===== src/rtl/float_arb_pkg.sv =====
// Shared types and helpers for the float adder arbiter.
package float_arb_pkg;

  // Tag id field is sized for up to 2**MAX_ID_W requesters; ids are zero-extended into it.
  localparam int unsigned MAX_ID_W = 4;

  // Packed float width {sign, exponent, fraction}.
  function automatic int unsigned floatWidth(input int unsigned expW, input int unsigned fracW);
    return 1 + expW + fracW;
  endfunction

  // One stage of the in-flight tag pipeline.
  typedef struct packed {
    logic                valid;
    logic [MAX_ID_W-1:0] id;
  } tag_t;

endpackage


===== src/rtl/rr_arbiter.sv =====
// Round-robin arbiter: first request at or above ptr (wrapping) wins.
module rr_arbiter #(
  parameter int unsigned N     = 4,
  parameter int unsigned IDX_W = $clog2(N)
) (
  input  logic [N-1:0]     req,
  input  logic [IDX_W-1:0] ptr,
  output logic [N-1:0]     grant,
  output logic [IDX_W-1:0] grantIdx,
  output logic             grantValid
);

  logic [IDX_W-1:0] cand;

  // Scan from ptr upward, modulo N, and keep the first hit.
  always_comb begin
    grant      = '0;
    grantIdx   = '0;
    grantValid = 1'b0;
    cand       = '0;
    for (int unsigned k = 0; k < N; k++) begin
      cand = IDX_W'((32'(ptr) + k) % N);
      if (!grantValid && req[cand]) begin
        grant[cand] = 1'b1;
        grantIdx    = cand;
        grantValid  = 1'b1;
      end
    end
  end

endmodule


===== src/rtl/float_add_arbiter.sv =====
// Shares one pipelined float adder between NUM_REQ requesters with tagged result steering.
module float_add_arbiter
  import float_arb_pkg::*;
#(
  parameter int unsigned NUM_REQ       = 4,
  parameter int unsigned EXP           = 8,
  parameter int unsigned FRAC          = 23,
  parameter int unsigned TRAILING_BITS = 2,
  parameter int unsigned ADD_LATENCY   = 1
) (
  input  logic                                clock,
  input  logic                                reset_n,
  input  logic [NUM_REQ-1:0]                  req_valid,
  output logic [NUM_REQ-1:0]                  req_ready,
  input  logic [NUM_REQ*(1+EXP+FRAC)-1:0]     req_a,
  input  logic [NUM_REQ*(1+EXP+FRAC)-1:0]     req_b,
  input  logic [NUM_REQ-1:0]                  req_sub,
  output logic [EXP+FRAC:0]                   add_a,
  output logic [EXP+FRAC:0]                   add_b,
  output logic                                add_sub,
  output logic                                add_reset,
  input  logic [EXP+FRAC:0]                   add_out,
  input  logic [TRAILING_BITS-1:0]            add_trail,
  input  logic                                add_sticky,
  input  logic                                add_nan,
  output logic [NUM_REQ-1:0]                  res_valid,
  input  logic [NUM_REQ-1:0]                  res_ready,
  output logic [NUM_REQ*(1+EXP+FRAC)-1:0]     res_data,
  output logic [NUM_REQ*TRAILING_BITS-1:0]    res_trail,
  output logic [NUM_REQ-1:0]                  res_sticky,
  output logic [NUM_REQ-1:0]                  res_nan
);

  localparam int unsigned FW   = floatWidth(EXP, FRAC);
  localparam int unsigned ID_W = $clog2(NUM_REQ);

  logic [NUM_REQ-1:0] inflight;
  logic [NUM_REQ-1:0] elig;
  logic [NUM_REQ-1:0] grant;
  logic [NUM_REQ-1:0] retire;
  logic [ID_W-1:0]    rrPtr;
  logic [ID_W-1:0]    grantIdx;
  logic               grantValid;
  tag_t               tagPipe [ADD_LATENCY];
  tag_t               lastTag;

  // One op in flight per requester, and its slot must be free or draining this cycle.
  assign elig = req_valid & ~inflight & (~res_valid | res_ready) & {NUM_REQ{reset_n}};

  rr_arbiter #(
    .N     (NUM_REQ),
    .IDX_W (ID_W)
  ) uArb (
    .req        (elig),
    .ptr        (rrPtr),
    .grant      (grant),
    .grantIdx   (grantIdx),
    .grantValid (grantValid)
  );

  assign req_ready = grant;
  assign add_reset = ~reset_n;
  assign lastTag   = tagPipe[ADD_LATENCY-1];

  // Steer the granted requester's operands onto the shared adder; zeros when idle.
  always_comb begin
    add_a   = '0;
    add_b   = '0;
    add_sub = 1'b0;
    for (int i = 0; i < int'(NUM_REQ); i++) begin
      if (grant[i]) begin
        add_a   = req_a[i*FW +: FW];
        add_b   = req_b[i*FW +: FW];
        add_sub = req_sub[i];
      end
    end
  end

  // Decode which requester's result is arriving from the adder this cycle.
  always_comb begin
    retire = '0;
    for (int i = 0; i < int'(NUM_REQ); i++) begin
      if (lastTag.valid && (lastTag.id == MAX_ID_W'(i))) retire[i] = 1'b1;
    end
  end

  // Round-robin pointer advances past the winner, holds when nobody is granted.
  always_ff @(posedge clock or negedge reset_n) begin
    if (!reset_n) begin
      rrPtr <= '0;
    end else if (grantValid) begin
      rrPtr <= (32'(grantIdx) == NUM_REQ - 1) ? '0 : grantIdx + ID_W'(1);
    end
  end

  // Tag pipeline tracks which requester owns each adder stage.
  always_ff @(posedge clock or negedge reset_n) begin
    if (!reset_n) begin
      for (int s = 0; s < int'(ADD_LATENCY); s++) tagPipe[s] <= '0;
    end else begin
      tagPipe[0].valid <= grantValid;
      tagPipe[0].id    <= MAX_ID_W'(grantIdx);
      for (int s = 1; s < int'(ADD_LATENCY); s++) tagPipe[s] <= tagPipe[s-1];
    end
  end

  // In-flight flags: a new grant wins over a same-cycle retire.
  always_ff @(posedge clock or negedge reset_n) begin
    if (!reset_n) begin
      inflight <= '0;
    end else begin
      inflight <= (inflight & ~retire) | grant;
    end
  end

  // Result slots: load on retire, otherwise drop valid on consume; data holds.
  always_ff @(posedge clock or negedge reset_n) begin
    if (!reset_n) begin
      res_valid  <= '0;
      res_data   <= '0;
      res_trail  <= '0;
      res_sticky <= '0;
      res_nan    <= '0;
    end else begin
      for (int i = 0; i < int'(NUM_REQ); i++) begin
        if (retire[i]) begin
          res_valid[i]                              <= 1'b1;
          res_data[i*FW +: FW]                      <= add_out;
          res_trail[i*TRAILING_BITS +: TRAILING_BITS] <= add_trail;
          res_sticky[i]                             <= add_sticky;
          res_nan[i]                                <= add_nan;
        end else if (res_valid[i] && res_ready[i]) begin
          res_valid[i] <= 1'b0;
        end
      end
    end
  end

endmodule


===== config.mk =====
export PLATFORM = sky130hd
export DESIGN_NAME = float_add_arbiter
export DESIGN_NICKNAME = d
export VERILOG_FILES = /design/src/rtl/float_arb_pkg.sv /design/src/rtl/rr_arbiter.sv /design/src/rtl/float_add_arbiter.sv
export SDC_FILE = /design/constraint.sdc
export NUM_CORES = 1
export LEC_CHECK = 0
export ABC_AREA = 1
export CORE_AREA = 2 2 203 205
export CTS_CLUSTER_DIAMETER = 80
export DETAILED_ROUTE_END_ITERATION = 6
export DIE_AREA = 0 0 205 207
export DONT_BUFFER_PORTS = 1
export HOLD_SLACK_MARGIN = 0.03
export SLEW_MARGIN = 25
export SYNTH_ARGS = -nofsm -noshare
export SYNTH_HDL_FRONTEND = slang
export SYNTH_SLANG_ARGS = --single-unit

===== constraint.sdc =====
create_clock -name clock -period 5.7 [get_ports clock]
set_input_delay 1.425 -clock clock [delete_from_list [all_inputs] [get_ports clock]]
set_output_delay 1.425 -clock clock [all_outputs]
set_load 0.005 [all_outputs]

==> impl.org, run 1 <==
** Die
- The die covers roughly 0.042 sq mm.
- The die is between 200 and 250 um tall.
- In this run the horizontal extent of the chip is between 200 and 250 um.
- I/O pin count :: about 520
- In this run the standard cell core region covers a little over 0.04 sq mm.
- For this configuration, the core starts out at a cell density of between 20 and 25%.
- Row generation in the floorplan step produced 74 rows.

** Setup path
- The number of buffers and inverters on the critical path is 3.
- The worst setup path is captured at an output pin.
- Biggest fanout along the worst timing path :: 27
- The cell family contributing the most delay on the critical path is simple AND/OR/NAND/NOR gates.
- STA classifies the critical path startpoint as an input port.
- Signal arrival time at the worst endpoint :: ~3600 ps
- Setup slack on the worst reg-to-reg path comes out at around 3300 ps.
- For this run, the slowest stage of the critical path takes around 250 ps.
- Worst-path cell chain :: inv_1 > nor2_1 > nand4_1 > nand3_1 > nand2_1 > nand3_4 > nor2_1 > nor2_2 > nand2_4 > buf_12 > buf_4 > a21oi_1 > nand2_1 > a21oi_1
- Data required time of the critical path :: 4280 ps
- In this run the worst setup path begins at req_valid[2].
- The critical path is of the input port to output pin type.
- Slowest stage cell, crit path :: buf_12

** Layout
- Number of nets in the finished design :: roughly 1.5k
- Summing all multi-input logic gate instances after layout gives around 0.0038 sq mm.
- Number of filler cells placed in the layout :: 4,521
- Layout-stage area growth over the synthesis result :: 11.9%
- Across the whole layout, storage elements account for 0.00393 sq mm.
- Share of final-layout standard cells stronger than drive strength 1 :: under 10%
- For this run, the number of standard cells in the final layout without fillers is about 1.7k.

** Yosys
- Share of flip-flops with an asynchronous set or reset :: 100%
- Synthesized instance count :: approximately 1.2k
- For this run, the register share of the synthesized area comes to between 40% and 50%.
- Average cell area after synthesis :: a little over 7 sq um
- Flops & latches, synth :: around 160
- Counting flops with a built-in enable in the synthesized netlist gives 0.
- Post-synth top flop :: dfrtp_1
- Post-synthesis cell type count :: 28
- Yosys printed 0 warnings.
- Summing every instance area after synthesis gives 0.00874 sq mm.
- Nets in the synthesized netlist :: 1,538

** Clock network
- Clock Sinks :: 157
- Count of instances resized after the clock tree is built :: 0
- Buffers inserted during post-CTS setup optimization :: 0
- Skew-Pair Late Insertion Delay :: between 400 and 500 ps
- Maximum level of the CTS H-tree :: 4
- TritonCTS built the clock tree.
- Clk root buf :: clkbuf_16
- Clock tree synthesis inserted a total of 17 buffers.
- Clock-pin slew reported for the worst setup and hold paths after clock tree synthesis :: ~70 ps
- Hold_buf cts :: 0
- The clock passes through at most 2 buffers.

** Detailed routing
- Post-route DRC violation count :: 0
- Per-cell via count in the routed design :: 4.77
- Total wirelength of the detailed-routed design :: about 33,000 um
- In the final routed layout, each cell accounts on average for between 15 and 20 um.
- The first detailed-routing pass took 5 iterations.
- Antenna viol nets, final :: 0
- In this run, the number of DRC markers left after iteration 0 of detailed routing was slightly below 900.
- The detailed router placed 8,290 vias in this run.

** Pwr
- Power per unit of standard cell area :: 227 mW/mm^2
- Leak pwr :: between 4 and 5 nW
- VDD sags by at most roughly 0.15 mV.

** Placed design
- DPL Wire Length :: ~26,000 um
- After detailed placement, the design holds a cell count of 1,703.
- I/O Buffers :: 0
- Gp weighted congestion :: slightly above 1

** Global route
- Number of global-route vias before repair :: around 7.8k
- The initial antenna violation count is 5.
- For this run the aggregate overflow at the end of global routing stands at 0.
- Maximum number of pins on one net before global-route repair :: around 170
- Aggregate global-route resource usage :: between 10% and 20%
- First-pass GRT wire length :: between 40,000 and 50,000 um

** Min path
- In this run the worst hold path is classified as flop to flop.
- In this run the most critical hold path is launched from res_data[0]$_DFFE_PN0P_.

** STA
- After layout, the worst path uses ~87% of the clock period.
- The final-report hold violation count was 0.
- The routed design could run at a clock period as short as around 5000 ps.
- For the pin with the worst max-slew slack, the measured transition is around 730 ps.
- Setup repair after global routing left no endpoint under its margin.
- The final-report max-slew violation count was 0.
- Setup violations remaining at the end of the flow were counted as 0.
- The worst pin sits at a relative slew slack of just over 50%.
- Derived from the worst setup path, the maximum achievable clock frequency is between 200 and 250 MHz.
- Setup clock skew after layout :: between 10 and 15 ps
- In the final timing run, aggregate negative setup slack is 0 ps.

** Flow run
- Across the run, the number of max-cap violations was 0.

** Status
- Status :: finished clean
## cell type report
class	instances	area share (%)
Antenna cell	4	0.102
Clock buffer	21	4.50
Clock inverter	11	1.13
Inverter	132	5.12
Multi-Input combinational cell	854	39.3
Sequential cell	157	40.2
Tap cell	532	6.80
Timing Repair Buffer	28	2.92
## where the power goes
group	total [mW]	switching, mW	internal, mW	leakage, nW
Sequential	1.11	0.000000000000000119	1.11	1.42
Combinational	0.0305	0.0236	0.00684	3.24
Clock	1.08	0.469	0.608	0.264
Total	2.22	0.493	1.73	4.92
## metal layers
layer	wire (um)	track usage [%]	vias to the layer above
li1	-	-	3831
met1	14200	20.1	3907
met2	15100	23.2	483
met3	3130	4.11	67
met4	1050	5.51	2
met5	9	0	-
## Yosys cell counts, types with 5 or more instances
master / number / share of area (%)
buf_4: 15 / 1.3
o21ai_0: 146 / 8.4
nand2_1: 378 / 16
inv_1: 126 / 5.4
buf_6: 12 / 1.5
nand4_1: 8 / 0.57
dfrtp_1: 157 / 45
inv_2: 5 / 0.21
clkbuf_1: 38 / 1.6
nand2_2: 10 / 0.72
ha_1: 6 / 0.86
a21oi_1: 195 / 11
nor2_1: 75 / 3.2
nand3_1: 18 / 1.0
buf_2: 14 / 0.80
## per-stage QoR
stage               worst slack [ps]  hold WS, ps  cell area (sq um)  power [mW]  utilization, %
floorplan                       1450          450               8740        1.16               -
global placement                 786          493               9220        1.17            22.8
detailed placement               759          497               9220        1.17            22.8
CTS                              754          517               9770        2.25            24.2
global route                     461          543               9780        2.31            24.2
finish                           720          512               9780        2.22            24.2
## sequential cells by signal, summed over array words and instances, names as in the netlist, named ones only
signal / cells
res_nan: 4
res_valid: 4
rrPtr: 1
res_sticky: 4
lastTag: 3
res_data: 128
res_trail: 8
inflight: 4
## placed cells by master (no fill, tap or decap), types with 2 or more instances in the layout
cell / Yosys / layout
nand2_1: 378 / 377
a21oi_1: 195 / 195
dfrtp_1: 157 / 157
o21ai_0: 146 / 146
inv_1: 126 / 122
nor2_1: 75 / 75
buf_4: 15 / 22
nand3_1: 18 / 18
clkbuf_16: 0 / 17
nand2_2: 10 / 10
inv_2: 5 / 9
nand4_1: 8 / 8
ha_1: 6 / 6
buf_12: 0 / 6
diode_2: 0 / 4
inv_6: 1 / 4
nor3_1: 4 / 4
clkbuf_1: 38 / 4
nand3_2: 3 / 3
nor2_2: 3 / 3
nand2_4: 1 / 2
clkinv_4: 0 / 2
clkinvlp_4: 0 / 2
clkinv_2: 0 / 2
## logic make-up after synthesis
group / after synthesis / share of synthesized area (%)
buffers and inverters: 215 / 11.2
and+or+nand+nor: 503 / 23.2
DFF: 157 / 44.9
AOI/OAI and AO/OA: 344 / 19.8
xor gates and xnor gates: 1 / 0.100
adders and majority gates: 6 / 0.859
## worst reg2reg max path: cells and delay by family, from the launching register on
kind            cells  cell delay (ps)
compound gates      1              290
fa+ha+maj           1              420
buf+inv             3              320
flops               1              630
simple gates        6              630
## final timing paths
kind	depth (start not counted)	end
setup / recovery	14	add_a[2]
hold / removal	2	res_data[0]$_DFFE_PN0P_
setup reg to reg	11	rrPtr[1]$_DFFE_PN0P_
hold reg to reg	2	res_data[0]$_DFFE_PN0P_
max in group asynchronous	0	res_data[28]$_DFFE_PN0P_
min in group asynchronous	0	res_data[48]$_DFFE_PN0P_
Power figures use the tool's default switching activity.
==> run 2, diff against run 1 <==
Settings changed: ABC_AREA 1 to 0, CORE_AREA 2 2 203 205 to 2 2 202 204, DIE_AREA 0 0 205 207 to 0 0 204 206, SETUP_SLACK_MARGIN set to 0.1.
==> run 2 against run 1 <==
  * Clock skew is 5.6 ps lower
  * Largest power group is now combinational cells
  * Highest routed layer unchanged
  * Non-clock buffer count rose by 49
  * Register-to-register slack worse by 340 ps
  * Critical endpoint is now add_b[6]
  * Sequential power increased by 55%
  * Combinational power grew to 180 times the previous value
==> impl.org, run 2 <==
** Status
- Status :: finished clean

** STA
- Final total negative setup slack :: 0 ps (unchanged)
- Worst Hold Margin :: 495 ps (-16.6 ps)
- Setup clock skew after layout :: 7.40 ps (-5.57 ps)
- Setup repair after global routing left no endpoint under its margin.
- The transition time of the tightest slew-check pin came to 931 ps (+206 ps).
- The minimum clock period came to 5540 ps (+557 ps).
- The worst relative slew slack is 37.9% (-14 points).
- Max Clock Freq :: 181 MHz (-10%)
- Final setup violation count :: 0 (unchanged)
- Final Hold Violating Endpoints :: 0 (unchanged)
- Fin. max-slew vios :: 0 (unchanged)
- Fraction of the cycle the final worst path needs :: 97.1% (+9.8 points)

** Setup path
- The worst setup path is launched from an input port.
- Worst-path cell chain :: inv_2 > buf_4 > a2111oi_1 > a22oi_1 > o21ai_2 > and2_1 > a22o_2 > buf_12 > a21oi_1 > a221oi_1 > buf_4
- Crit. path cell count :: 11 (-3)
- Biggest fanout along the worst timing path :: 170 (+530%)
- The cell family contributing the most delay on the critical path is compound AO/OA/AOI/OAI gates.
- Most numerous cell on the critical path :: buf_4
- Largest stage delay on the critical path :: 460 ps (+210 ps)
- The arrival time of the worst setup path was 4110 ps (+550 ps).
- The data required time of the worst path was 4280 ps (about the same).
- Worst R2R Path Depth :: 9 (-2)
- WP buf/inv :: 4 (+1)
- Kind of critical path :: input port to output pin
- The worst setup path is captured at an output pin.
- The slowest stage of the critical path is the a221oi_1 cell.

** Yosys
- Nets in the synthesized netlist :: 1,130 (-27%)
- For this run, the leading register cell type out of synthesis is dfrtp_1.
- The fraction of registers with async set or reset after synthesis was 100% (unchanged).
- Fraction of the yosys area taken by sequential cells :: 42.9% (-2.1 points)
- Cell with the most instances after synthesis :: dfrtp_1
- By area the synthesized netlist is led by dfrtp_1 43%, mux2_2 18%, a221oi_2 8.7%, o211ai_2 6.8%, nor2_1 5.7%.
- Synthesized instance count :: 818 (-33%)
- The number of flip-flops and latches in the synthesized netlist was 157 (unchanged).
- Share of the synthesized area in the top cell type :: 42.9% (-2.1 points)
- Cell type with the largest total area after synthesis :: dfrtp_1
- The netlist area before placement is 0.00917 sq mm (+4.9%).
- Most used standard cells in the synthesized netlist :: 157 x dfrtp_1, 144 x mux2_2, 140 x nor2_1
- Average cell area after synthesis :: 11.2 sq um (+57%)
- Post-synthesis cell type count :: 54 (+93%)
- Number of warnings reported in the yosys synthesis log :: 0 (unchanged)
- The number of enable flip-flop cells after synthesis was 0 (unchanged).

** Die
- The core area came to 0.0402 sq mm (-0.46%).
- The count of standard-cell rows is 74 (unchanged).
- The vertical die dimension is 206 um (-0.48%).
- The starting utilization of the core area was 22.8% (+1.2 points).
- The die outline width came to 204 um (-0.49%).
- I/O pin count :: 524 (unchanged)
- The die footprint is 0.0420 sq mm (-0.97%).

** Detailed routing
- Antenna viol nets, final :: 0 (unchanged)
- The mean number of vias per cell is 5.22 (+9.6%).
- Avg WL per Cell :: 26.8 um (+39%)
- The amount of wire on met2 after detailed routing was 19,700 um (+30%).
- The number of iterations in the first detailed-routing pass came to 7 (+2).
- The number of design-rule violations left by the first detailed-router iteration is 410 (-53%).
- Detailed-route via count :: 7,235 (-13%)
- Total wirelength of the detailed-routed design :: 37,100 um (+11%)
- Post-route DRC violation count :: 0 (unchanged)
- Detailed-routing wirelength on met1 :: 12,000 um (-15%)
- Top Layer Used :: met5
- The detailed route wirelength on metal3 was 4160 um (+33%).

** Min path
- The instance count along the most critical hold path came to 1 (-1).
- Worst min-delay path category :: flop to flop

** Layout
- Layout-stage area growth over the synthesis result :: 20.2%
- The share of layout cells above drive strength 1 came to 45.7% (+38 points).
- Leaving out fill and tap cells, the most frequent cell in the layout is dfrtp_1.
- Core Util, Final :: 27.4% (+3.2 points)
- In the final layout, the registers with the most flip-flops are res_data (128), res_trail (8).
- Register with the highest flop count :: res_data
- In the layout the commonest cells are 157 x dfrtp_1, 144 x mux2_2, 140 x nor2_1, 69 x a21oi_1.
- Number of filler cells placed in the layout :: 4,228 (-6.5%)
- Number of nets in the finished design :: 1,149 (-24%)
- Area of the multi-input gates :: 0.00503 sq mm (+31%)
- The sequential cell area was 0.00393 sq mm (unchanged).
- The number of flip-flops under the largest register name is 128 (unchanged).

** Clock network
- The cell sitting at the root of the clock tree is a clkbuf_16.
- The clock latency on the worst-skew pair is 430 ps (about the same).
- Clock Sinks :: 157 (unchanged)
- The clock input transition at the sequential cells of the worst setup and hold paths is 60 ps (about the same).
- The number of buffers inserted during clock tree synthesis is 17 (unchanged).
- TritonCTS built the clock tree.
- Clock tree buffer depth :: 2 (unchanged)
- The CTS H-tree depth came to 4 (unchanged).

** Pwr
- The sequential cell fraction of total power came to 20.9% (-29 points).
- Internal power of the cells :: 4.50 mW (+160%)
- The switching power share of the total is 45.2% (+23 points).
- Clk pwr share :: 13.8% (-35 points)
- The net switching power came to 3.71 mW (+650%).
- The share of total power in combinational logic came to 65.4% (+64 points).
- The static leakage power came to 4.23 nW (-14%).
- Maximum vdd ir drop :: 0.370 mV (+150%)
- Power per unit of standard cell area :: 746 mW/mm^2 (+230%)

** Global route
- Aggregate global-route resource usage :: 16.5% (+1.4 points)
- The number of global-route vias before repair was 7,214 (-8.1%).
- The maximum number of pins on one net before global-route repair is 171 (+1.2%).
- Number of antenna violations at the first check in global routing :: 8 (+3)
- First-pass GRT wire length :: 49,600 um (+0.96%)
- The final global-route overflow total is 0 (unchanged).

** Placed design
- The final weighted congestion of routability-driven global placement is 0.987 (-1.9%).
- I/O Buffers :: 0 (unchanged)
- The post-DP HPWL is 28,500 um (+11%).

** Flow run
- Max-cap violations :: 0 (unchanged)
[run 2: cell types whose count changed after synthesis, moves of 15 or more]
cell      before  now
mux2_2         0  144
o211ai_2       0   50
buf_2         14   30
inv_1        126    4
a21oi_1      195   69
nor2_1        75  140
a221oi_1       0   16
o21ai_0      146    3
nand2_1      378   17
a221oi_2       0   53
o211ai_1       1   16
[run 2: worst paths after layout]
kind	startpoint	end	slack, ps
setup / recovery	reset_n	add_b[6]	160
hold / removal	inflight[0]$_DFF_PN0_	inflight[0]$_DFF_PN0_	490
setup reg to reg	rrPtr[1]$_DFFE_PN0P_	inflight[2]$_DFF_PN0_	2940
hold reg to reg	inflight[0]$_DFF_PN0_	inflight[0]$_DFF_PN0_	490
max in group asynchronous	reset_n	res_data[116]$_DFFE_PN0P_	4760
min in group asynchronous	reset_n	res_data[68]$_DFFE_PN0P_	690
[run 2: power groups by stage]
stage | Clock [mW] | Sequential (mW) | Combinational [mW]
2_1_floorplan | 0 | 1.63 | 3.18
4_1_cts | 1.17 | 1.72 | 5.27
5_1_grt | 1.21 | 1.76 | 5.74
3_5_place_dp | 0 | 1.73 | 5.15
3_3_place_gp | 0 | 1.73 | 5.07
6_report | 1.13 | 1.72 | 5.37
[run 2: final cells by class]
cell class,instances,area share [%]
diodes,4,0.0909
clock buffers,22,4.31
clock inverters,9,1.01
inverters,5,0.170
multi-input cells,579,45.7
flip-flops and latches,157,35.7
well taps,532,6.04
repair buffers,77,7.02
[run 2: cell families after synthesis]
| family | after synthesis | share of synthesized area, % |
|---|---|---|
| AOI/OAI and AO/OA | 232 | 24.6 |
| xor gates and xnor gates | 2 | 0.191 |
| adders and majority gates | 6 | 0.819 |
| buffers and inverters | 82 | 4.67 |
| DFF | 157 | 42.9 |
| muxes | 144 | 17.7 |
| and+or+nand+nor | 195 | 9.20 |
[run 2: through the flow]
step | instance area (sq um) | worst slack, ps | power [mW] | instances
2_1_floorplan | 9170 | 769 | 4.81 | 818
3_3_place_gp | 10200 | -140 | 6.80 | 1343
3_5_place_dp | 10200 | -149 | 6.88 | 1343
4_1_cts | 10900 | 117 | 8.16 | 1378
5_1_grt | 11000 | 118 | 8.70 | 1383
6_report | 11000 | 163 | 8.21 | 1385
[run 2: what timing repair did]
item	in CTS	in global routing
pin swaps	1	7
setup buffers	4	3
resized for setup	10	21
endpoints found under the setup margin	7	24
hold endpoints to repair	0	0
hold buffers	0	0
[run 2: worst register-to-register path: cells and delay by family, from the launching register on]
kind	cells	cell delay, ps
AO/OA/AOI/OAI	4	990
adder cells (fa/ha/maj)	1	400
buffers and inverters	2	460
flip-flops	1	490
AND/OR/NAND/NOR	2	300
[run 2: routing by layer]
| layer | track usage, % | vias up |
|---|---|---|
| met3 | 7.21 | 68 |
| met1 | 15.6 | 3622 |
| met4 | 6.99 | 6 |
| met5 | 0 | - |
| li1 | - | 3085 |
| met2 | 30.9 | 454 |
